<file path="src/rtl/pc_sequencer.sv">
// rtl/pc_sequencer.sv - program counter and run-control sequencer with branch-target LUT
// Steps the PC by increment, stall or LUT branch and counts RUN cycles for a program run.
module pc_sequencer #(
  parameter int PC_W  = 10,
  parameter int LUT_W = 5,
  parameter int CNT_W = 16
) (
  input  logic             clk,
  input  logic             reset,
  input  logic             start,
  input  logic             halt,
  input  logic             stall,
  input  logic             branch_en,
  input  logic [LUT_W-1:0] branch_idx,
  input  logic             cfg_we,
  input  logic [LUT_W-1:0] cfg_idx,
  input  logic [PC_W-1:0]  cfg_data,
  output logic [PC_W-1:0]  instr_addr,
  output logic             run,
  output logic             done,
  output logic [CNT_W-1:0] cycle_count
);

  localparam int LUT_N = 1 << LUT_W;

  typedef enum logic [1:0] {
    S_IDLE = 2'd0,
    S_RUN  = 2'd1,
    S_DONE = 2'd2
  } state_e;

  state_e            state_q, state_d;
  logic [PC_W-1:0]   pc_q, pc_d;
  logic [CNT_W-1:0]  cnt_q, cnt_d;
  logic              run_q, run_d;
  logic              done_q, done_d;
  logic [PC_W-1:0]   lut_q [LUT_N];

  always_ff @(posedge clk or negedge reset) begin
    if (!reset) begin
      state_q <= S_IDLE;
      pc_q    <= '0;
      cnt_q   <= '0;
      run_q   <= 1'b0;
      done_q  <= 1'b0;
    end else begin
      state_q <= state_d;
      pc_q    <= pc_d;
      cnt_q   <= cnt_d;
      run_q   <= run_d;
      done_q  <= done_d;
    end
  end

  // Branch reads happen combinationally from lut_q, so a same-edge write is seen next cycle.
  always_ff @(posedge clk or negedge reset) begin
    if (!reset) begin
      for (int i = 0; i < LUT_N; i++) begin
        lut_q[i] <= '0;
      end
    end else if (cfg_we) begin
      lut_q[cfg_idx] <= cfg_data;
    end
  end

  always_comb begin
    state_d = state_q;
    pc_d    = pc_q;
    cnt_d   = cnt_q;
    case (state_q)
      S_IDLE, S_DONE: begin
        if (start) begin
          state_d = S_RUN;
          pc_d    = '0;
          cnt_d   = '0;
        end
      end
      S_RUN: begin
        if (cnt_q != {CNT_W{1'b1}}) begin
          cnt_d = cnt_q + 1'b1;
        end
        if (halt) begin
          state_d = S_DONE;
        end else if (!stall) begin
          if (branch_en) begin
            pc_d = lut_q[branch_idx];
          end else begin
            pc_d = pc_q + 1'b1;
          end
        end
      end
      default: begin
        state_d = S_IDLE;
        pc_d    = '0;
        cnt_d   = '0;
      end
    endcase
    run_d  = (state_d == S_RUN);
    done_d = (state_d == S_DONE);
  end

  assign instr_addr  = pc_q;
  assign run         = run_q;
  assign done        = done_q;
  assign cycle_count = cnt_q;

endmodule

</file>
<file path="config.mk">
export PLATFORM = sky130hd
export DESIGN_NAME = pc_sequencer
export DESIGN_NICKNAME = d
export VERILOG_FILES = /design/src/rtl/pc_sequencer.sv
export SDC_FILE = /design/constraint.sdc
export NUM_CORES = 1
export LEC_CHECK = 0
export ABC_AREA = 1
export ABC_CLOCK_PERIOD_IN_PS = 2600
export CORE_AREA = 2 2 167 169
export CTS_CLUSTER_DIAMETER = 60
export DETAILED_ROUTE_END_ITERATION = 12
export DIE_AREA = 0 0 169 171
export PLACE_DENSITY = 0.9
export SYNTH_ARGS = -nofsm -noshare
export SYNTH_HDL_FRONTEND = slang
export SYNTH_SLANG_ARGS = --single-unit
</file>
<file path="constraint.sdc">
create_clock -name clk -period 2.6 [get_ports clk]
set_input_delay 0.39 -clock clk [delete_from_list [all_inputs] [get_ports clk]]
set_output_delay 0.39 -clock clk [all_outputs]
set_load 0.05 [all_outputs]
</file>
==> results_dict.tcl, run 1 <==
set metrics [dict create \
    ys_ff_latch 350 \
    row_count 61 \
    cp_max_fo 7 \
    cts_num_sinks 350 \
    first_iter_violations 1963 \
    core_um2 27320 \
    ant_nets 0 \
    async_reset_ff_share_pct 100.0 \
    die_h_um 171 \
    nets 2120 \
    tightest_slew_ps 763.3 \
    ys_seq_area_share_pct 53.45 \
    place_hpwl_um 26720 \
    cpPeakStageDelay_ps 850 \
    synthSimpleGateAreaFrac_pct 29.48 \
    arrival_ps 1880 \
    die_w_um 169 \
    postCtsSetupBuffers 0 \
    place_congestion 0.8845 \
    fin_setup_tns_ps 0 \
    avgSynthCellArea_um2 7.814 \
    clockBufferDepth 3 \
    dieArea_um2 28900 \
    hold_viol 0 \
    wl_per_cell_um 18.42 \
    globalRouteTotalUtil_pct 32.44 \
    clock_latency_ps 540 \
    ir_drop_mv 0.7991 \
    initial_core_util_pct 59.97 \
    cp_cell_sequence "clkdlybuf4s50_1" \
    critPathTopFamily "buffers and inverters" \
    drive_above_1_share_pct 7.177 \
    setup_slack_ps 334.6 \
    final_common_cell "nand2_1" \
    end_kind "primary output" \
    power_density_nw_per_um2 817.8 \
    drt-vias-per-instance 6.088 \
    wl_um 45390 \
    synth_compound_area_share_pct 11.06 \
    rsz0062_at_grt "no" \
    finalMaxSlewViolations 0 \
    syn_inst 2097 \
    status "finished, final reports clean" \
    synth_xor_area_share_pct 0.3207 \
    ys.flop_type "dfrtp_1" \
    pre_cts_ws_ps 184.9 \
    netlist_area_um2 16390 \
    crit_buf_inv 1 \
    synthAdderAreaFrac_pct 0.1527 \
    fin_worst_skew_ps 20.98 \
    critPathKind "register to primary output" \
    cp.required_ps 2210 \
    min_period_over_period_pct 87.13 \
    cts_resized 0 \
    synth_top_family_by_area "simple AND/OR/NAND/NOR gates" \
    hold_class "input port to asynchronous set/reset pin" \
    layout_min_cycle_time_ps 2265 \
    grt_max_degree 132 \
    startpoint_type "register" \
    grt-ovfl-total 0 \
    ys_warn_count 0 \
    grt_pass1_wl_um 74750 \
    synth.distinct_cells 31 \
    muxShareOfSynthArea_pct 0 \
    htree_num_levels 2 \
    areaGrowthSynthToFinish_pct 13.14 \
    cts_tree "built" \
    cts_root_buf "clkbuf_16" \
    cp_slowest_cell "clkdlybuf4s50_1" \
    antenna_found_initial 0 \
    portBuffers 54 \
    via_count 15000 \
    hold_buffers 1 \
    clkSlewWorstSetupHoldPaths_ps 70 \
    drc 0 \
    synth-edff-count 0 \
    io_pins 55 \
    cts_buffers 37 \
    setup_viol 0 \
    fmaxAchievable_mhz 441.4 \
    p_leak_nw 8.769 \
    n_antenna_cell 0 \
    layout_common_cells "830 x nand2_1, 350 x dfrtp_1, 285 x o21ai_0, 264 x nand3_1, 54 x buf_4" \
    cap_violations 0 \
    drtPass1Iterations 10 \
    grt_pass1_vias 14900 \
    syn_nets 2126 \
    slew_headroom_pct 48.77 \
]
[report_power, final]
part | switching [mW] | internal [mW] | leakage (nW)
Combinational | 1.58 | 0.899 | 3.58
Clock | 2.20 | 3.45 | 0.647
Sequential | 0.595 | 6.43 | 4.54
Total | 4.38 | 10.8 | 8.77
[kinds of logic (layout without fill, tap and decap cells)]
kind of cell               count (synthesis)  in the layout
and+or+nand+nor                         1167           1167
AOI/OAI and AO/OA                        359            359
DFF                                      350            350
buffers and inverters                    213            234
xor gates and xnor gates                   6              6
adders and majority gates                  2              2
[synth_stat cells, types with 2 or more instances]
cell type	instances	area (um2)
clkbuf_1	104	390.4
dfrtp_1	350	8758
nor2_1	45	168.9
buf_2	36	180.2
nand2_1	830	3115
nand3_1	264	1321
buf_1	7	26.28
nor3_1	8	40.04
inv_1	41	153.9
nor2_4	2	22.52
ha_1	2	25.02
nand4_1	5	31.28
o21ai_0	285	1426
nor3_2	7	70.07
a31o_2	2	17.52
o21ai_1	35	175.2
a21oi_1	33	165.2
inv_2	9	33.78
buf_4	14	105.1
nor4_2	2	25.02
xor2_1	6	52.55
[path summary, 6_finish.rpt]
kind,from,end,slack (ps),depth (start not counted)
worst min register to register,lut_q[72]$_DFFE_PN0P_,lut_q[72]$_DFFE_PN0P_,480,2
max in group asynchronous,reset,lut_q[273]$_DFFE_PN0P_,1270,3
worst max-delay path,cycle_count[0]$_DFFE_PN0P_,cycle_count[0],330,1
min in group clk,lut_q[72]$_DFFE_PN0P_,lut_q[72]$_DFFE_PN0P_,480,2
worst min-delay path,reset,lut_q[75]$_DFFE_PN0P_,430,2
worst max register to register,cycle_count[0]$_DFFE_PN0P_,cycle_count[5]$_DFFE_PN0P_,580,10
[layout make-up]
class	instances	area, um2
Clock buffer	50	1055
Clock inverter	16	244.0
Fill cell	2086	8783
Inverter	51	193.9
Multi-Input combinational cell	1534	6730
Sequential cell	350	8758
Tap cell	346	432.9
Timing Repair Buffer	117	1126
[state kept, by name (all words and copies together), names as in the netlist]
name         flops
cycle_count     16
done             1
state_q          2
lut_q          320
run              1
instr_addr      10
[per-stage QoR]
step	power, mW	instance area [um2]	instances	hold slack, ps	util [%]
2_1_floorplan	8.616	16390	2097	94.41	-
3_3_place_gp	9.288	17230	2397	406.7	63.06
3_5_place_dp	9.485	17230	2397	406.6	63.06
4_1_cts	15.15	18540	2464	473.4	67.85
5_1_grt	15.87	18540	2464	491.7	67.85
6_report	15.16	18540	2464	434.0	67.85
[layer usage]
metal	up-vias	part of all wire, %	track usage, %
met3	216	11	8.351
met4	0	5.2	16.02
met2	905	46	52.35
met1	7075	38	41.10
li1	6805	-	-
met5	-	0	0
No activity file was read; power rests on OpenSTA's default activity.
==> inputs of run 2 (changes only) <==
- ABC_CLOCK_PERIOD_IN_PS: 2600 -> 2400
- SKIP_LAST_GASP: unset -> 1
- clock period: 2.6 -> 2.4 ns (I/O delays scaled with it)
==> results_dict.tcl, run 2 (synthesis gave the netlist of run 1 again) <==
set metrics [dict create \
    ir_drop_mv 0.5526 \
    portBuffers 54 \
    globalRouteTotalUtil_pct 32.64 \
    clockBufferDepth 3 \
    wl_um 45920 \
    end_kind "primary output" \
    place_congestion 0.9294 \
    grt_max_degree 81 \
    p_leak_nw 8.852 \
    dieArea_um2 28900 \
    status "finished, final reports clean" \
    slew_headroom_pct 40.91 \
    fin_worst_skew_ps 17.82 \
    nets 2134 \
    cts_tree "built" \
    largest_reg_flops 320 \
    setup_viol 0 \
    critPathKind "register to primary output" \
    grt-ovfl-total 0 \
    place_hpwl_um 27500 \
    cpPeakStageDelay_ps 860 \
    cp_slowest_cell "clkdlybuf4s50_1" \
    antenna_found_initial 0 \
    first_iter_violations 1690 \
    tightest_slew_ps 880.5 \
    wl_per_cell_um 18.53 \
    crit_buf_inv 1 \
    die_w_um 169 \
    drc 0 \
    cp_max_fo 7 \
    r2r_cells 9 \
    final_common_cell "nand2_1" \
    finalPower_mw 16.44 \
    htree_num_levels 2 \
    critPathTopFamily "buffers and inverters" \
    hold_viol 0 \
    r2r_start "cycle_count[0]$_DFFE_PN0P_" \
    power_density_nw_per_um2 878.8 \
    rsz0062_at_grt "no" \
    n_antenna_cell 0 \
    cts_resized 0 \
    layout_common_cells "830 x nand2_1, 350 x dfrtp_1, 285 x o21ai_0, 264 x nand3_1, 63 x buf_4" \
    fin_setup_tns_ps 0 \
    fmaxAchievable_mhz 443.9 \
    grt_pass1_wl_um 75090 \
    via_count 15080 \
    drive_above_1_share_pct 7.739 \
    areaGrowthSynthToFinish_pct 14.18 \
    cts_root_buf "clkbuf_16" \
    clock_latency_ps 530 \
    reg2reg_to "cycle_count[8]$_DFFE_PN0P_" \
    hold_class "input port to asynchronous set/reset pin" \
    die_h_um 171 \
    r2r_slack_ps 440 \
    layout_min_cycle_time_ps 2253 \
    ant_nets 0 \
    cts_num_sinks 350 \
    min_period_over_period_pct 93.86 \
    finalMaxSlewViolations 0 \
    io_pins 55 \
    arrival_ps 1890 \
    row_count 61 \
    cts_buffers 37 \
    core_um2 27320 \
    cap_violations 0 \
    startpoint_type "register" \
    grt_pass1_vias 14960 \
    clkSlewWorstSetupHoldPaths_ps 60 \
    drt-vias-per-instance 6.086 \
    regMostFlops "lut_q" \
    cp.required_ps 2040 \
    drtPass1Iterations 8 \
    cp_cell_sequence "clkdlybuf4s50_1" \
    initial_core_util_pct 59.97 \
]
run 2: changes by cell type in the layout (fill, tap and decap cells not counted), sizes merged:
| cell | change |
|---|---|
| buf | +14 |
| clkinv | +2 |
| inv | -2 |
run 2: layout make-up:
type	instances	area (um2)
inverter	51	193.9
clock buffer	50	1067
multi-input combinational	1534	6730
timing repair buffer	131	1294
tap	346	432.9
sequential	350	8758
fill	2096	8613
clock inverter	16	234.0
run 2: power breakdown:
part	total, mW	internal [mW]	switching [mW]
clock network	6.12	3.77	2.35
logic	2.72	0.991	1.73
registers	7.60	6.97	0.636
total	16.4	11.7	4.72
run 2: worst max path at each step:
stage | from | to | slack [ps] | cells after the start
6_report | instr_addr[3]$_DFFE_PN0P_ | instr_addr[3] | 150 | 1
5_1_grt | instr_addr[6]$_DFFE_PN0P_ | instr_addr[6] | 140 | 1
4_1_cts | instr_addr[3]$_DFFE_PN0P_ | instr_addr[3] | 180 | 1
3_5_place_dp | cfg_idx[2] | lut_q[16]$_DFFE_PN0P_ | 210 | 7
3_3_place_gp | cfg_idx[2] | lut_q[14]$_DFFE_PN0P_ | 270 | 7
2_1_floorplan | cycle_count[0]$_DFFE_PN0P_ | cycle_count[15]$_DFFE_PN0P_ | 500 | 9
run 2: what timing repair did:
item                      CTS  global route
hold buffers                1             0
setup buffers               0             0
hold endpoints to repair   61             0
run 2: metrics by stage:
stage | hold WS [ps] | setup WS (ps) | instances | cell area, um2 | util, %
finish | 379.3 | 147.4 | 2478 | 18710 | 68.48
global route | 463.4 | 135.3 | 2478 | 18710 | 68.48
CTS | 437.9 | 178.9 | 2478 | 18710 | 68.48
detailed placement | 367.7 | 208.3 | 2411 | 17400 | 63.68
global placement | 379.4 | 273.5 | 2411 | 17400 | 63.68
floorplan | 64.41 | 496.7 | 2097 | 16390 | -
run 2: per-layer routing:
layer  share of wire, %  wire [um]  up-vias  GRT usage [%]
met1                 39      17800     7198          43.21
met5                  0          0        -         0.1739
met4                4.1       1898        0          15.50
met3                 10       4593      158          5.922
met2                 47      21630      894          52.71
li1                   -          -     6830              -
==> inputs of run 3 (changes only) <==
- ABC_AREA: 1 -> unset
- CAP_MARGIN: unset -> 20
- CORE_AREA: 2 2 167 169 -> 2 2 168 170
- DIE_AREA: 0 0 169 171 -> 0 0 170 172
- PLACE_DENSITY: 0.9 -> 0.89
==> results_dict.tcl, run 3 <==
set metrics [dict create \
    status "finished with violations" \
    violations "antenna rules" \
    p_switching_mw 4.454 \
    hold_class "input port to register" \
    layout_min_cycle_time_ps 2257 \
    reg2reg_to "instr_addr[4]$_DFFE_PN0P_" \
    fin_cells 1684 \
    power_density_nw_per_um2 856.1 \
    io_pins 55 \
    syn_inst 1178 \
    r2r_start "lut_q[314]$_DFFE_PN0P_" \
    cts_tree "built" \
    fmaxAchievable_mhz 443.0 \
    cpPeakStageDelay_ps 860 \
    cp_slowest_cell "clkdlybuf4s50_1" \
    startpoint_type "register" \
    layout_common_cells "350 x dfrtp_1, 326 x mux2_2, 86 x buf_4, 67 x mux2i_1, 58 x nand2_1" \
    drt-vias-per-instance 6.560 \
    r2r_slack_ps 380 \
    ys.flop_type "dfrtp_1" \
    end_kind "primary output" \
    ant_nets 1 \
    swShare_pct 26.86 \
    setup_viol 0 \
    final_common_cell "dfrtp_1" \
    place_congestion 0.9806 \
    cts_root_buf "clkbuf_16" \
    critPathTopFamily "buffers and inverters" \
    die_w_um 170 \
    fin_worst_skew_ps 12.29 \
    ys_ff_latch 350 \
    slew_headroom_pct 44.69 \
    regMostFlops "lut_q" \
    synth-edff-count 0 \
    postCtsSetupBuffers 0 \
    cp.depth 1 \
    hold_depth 3 \
    initial_core_util_pct 59.85 \
    synth_area_leaders "dfrtp_1 53%, mux2_2 22%, mux4_2 5.5%, mux2i_1 4.1%, mux4_1 1.4%" \
    dieArea_um2 29240 \
    place_area_um2 18080 \
    wl_um 44250 \
    ys_warn_count 0 \
    drtPass1Iterations 5 \
    htree_num_levels 2 \
    synth.distinct_cells 60 \
    drive_above_1_share_pct 41.52 \
    antenna_found_initial 3 \
    first_iter_violations 987 \
    ys_seq_area_share_pct 53.26 \
    arrival_ps 1900 \
    crit_buf_inv 1 \
    yosys-top-cells-count "350 x dfrtp_1, 326 x mux2_2, 67 x mux2i_1" \
    cp_max_fo 8 \
    cap_violations 0 \
    dp_cells 1611 \
    die_h_um 172 \
    globalRouteTotalUtil_pct 31.41 \
    combPwrFrac_pct 17.9 \
    r2r_cells 5 \
    ir_drop_mv 0.6485 \
    cts_num_sinks 350 \
    p_leak_nw 8.746 \
    wl_per_cell_um 26.28 \
    avgSynthCellArea_um2 13.96 \
    yosysTopAreaCell "dfrtp_1" \
    grt_pass1_wl_um 68940 \
    hold_start "branch_idx[4]" \
    via_count 11050 \
    critPathKind "register to primary output" \
    fillers 1714 \
    hold_end "instr_addr[8]$_DFFE_PN0P_" \
    clockBufferDepth 3 \
    grt-ovfl-total 0 \
    nets 1334 \
    core_um2 27480 \
    hold_buffers 1 \
    drc 0 \
    pwr-share-clk_pct 35.9 \
    grt_pass1_vias 11620 \
    netlist_area_um2 16440 \
    clkSlewWorstSetupHoldPaths_ps 60 \
    row_count 61 \
    clock_latency_ps 530 \
    finalMaxSlewViolations 0 \
    synth_top_area_share_pct 53.26 \
    min_period_over_period_pct 94.06 \
    power_frac_seq_pct 46.2 \
    grt_max_degree 75 \
    portBuffers 54 \
    async_reset_ff_share_pct 100.0 \
    fin_area_um2 19370 \
    tightest_slew_ps 808.8 \
    rsz0062_at_grt "no" \
    cp.required_ps 2040 \
    hold_viol 0 \
    cts_buffers 37 \
    cp_cell_sequence "clkdlybuf4s50_1" \
    internal-power_mw 12.13 \
    largest_reg_flops 320 \
    syn_nets 1207 \
    areaGrowthSynthToFinish_pct 17.77 \
    yosysMostFrequentCell "dfrtp_1" \
    place_hpwl_um 28260 \
    cts_resized 0 \
]
## run 3: changes by cell type in the layout (fill, tap and decap cells not counted), sizes merged, moves of 13 or more
| cell | previous run | this run |
|---|---|---|
| nand2 | 831 | 58 |
| mux2 | 0 | 326 |
| o21ai | 320 | 20 |
| nand3 | 264 | 24 |
| mux2i | 0 | 67 |
| mux4 | 0 | 49 |
| inv | 52 | 4 |
| buf | 79 | 109 |
| a22oi | 0 | 16 |
| nor2b | 0 | 13 |
## run 3: cell type report
type	count	area (um2)	area share (%)
Timing Repair Buffer	159	1572	8.114
Clock buffer	50	1067	5.511
Sequential cell	350	8758	45.22
Antenna cell	6	15.01	0.07752
Tap cell	346	432.9	2.235
Multi-Input combinational cell	755	7322	37.81
Clock inverter	16	192.7	0.9949
Inverter	2	7.507	0.03876
## run 3: power groups by stage
stage	clock network [mW]	registers, mW	logic (mW)
after floorplan	0	7.62	1.88
after global placement	0	7.60	2.77
after detailed placement	0	7.70	2.89
after CTS	5.99	7.64	2.96
after global routing	6.23	7.77	3.15
final	5.95	7.66	2.97
## run 3: stage by stage
stage	setup TNS [ps]	total power [mW]	setup WS [ps]	hold slack (ps)	util, %
final	0	16.58	142.6	421.6	70.49
after global routing	0	17.15	128.2	418.0	70.44
after CTS	0	16.58	157.4	398.6	70.43
after detailed placement	-460.0	10.60	-52.13	393.3	65.81
after global placement	0	10.37	39.55	383.7	65.81
after floorplan	0	9.497	352.5	64.41	-
## run 3: metal layers
| metal | vias to the layer above | wire length (um) | GRT usage [%] | part of all wire [%] |
|---|---|---|---|---|
| li1 | 4645 | - | - | - |
| met1 | 5780 | 17640 | 41.10 | 40 |
| met2 | 492 | 21410 | 51.13 | 48 |
| met3 | 128 | 3422 | 7.187 | 7.7 |
| met4 | 2 | 1763 | 13.23 | 4.0 |
| met5 | - | 13 | 0 | 0.029 |
## run 3: how the worst max path moves through the flow
stage / from / end / slack, ps
after floorplan: cycle_count[0]$_DFFE_PN0P_ / cycle_count[12]$_DFFE_PN0P_ / 350
after global placement: cfg_idx[2] / lut_q[255]$_DFFE_PN0P_ / 40
after detailed placement: cfg_idx[2] / lut_q[273]$_DFFE_PN0P_ / -50
after CTS: instr_addr[4]$_DFFE_PN0P_ / instr_addr[4] / 160
after global routing: cycle_count[0]$_DFFE_PN0P_ / cycle_count[12]$_DFFE_PN0P_ / 130
final: instr_addr[4]$_DFFE_PN0P_ / instr_addr[4] / 140
## run 3: cell families (layout without fill, tap and decap cells)
logic type / Yosys count / after routing / synth area share, %
muxes: 442 / 442 / 33.32
DFF: 350 / 350 / 53.26
and+or+nand+nor: 196 / 196 / 6.171
AOI/OAI and AO/OA: 107 / 107 / 4.459
buffers and inverters: 73 / 227 / 2.214
xor gates and xnor gates: 8 / 8 / 0.4261
adders and majority gates: 2 / 2 / 0.1521
other: 0 / 6 / 0
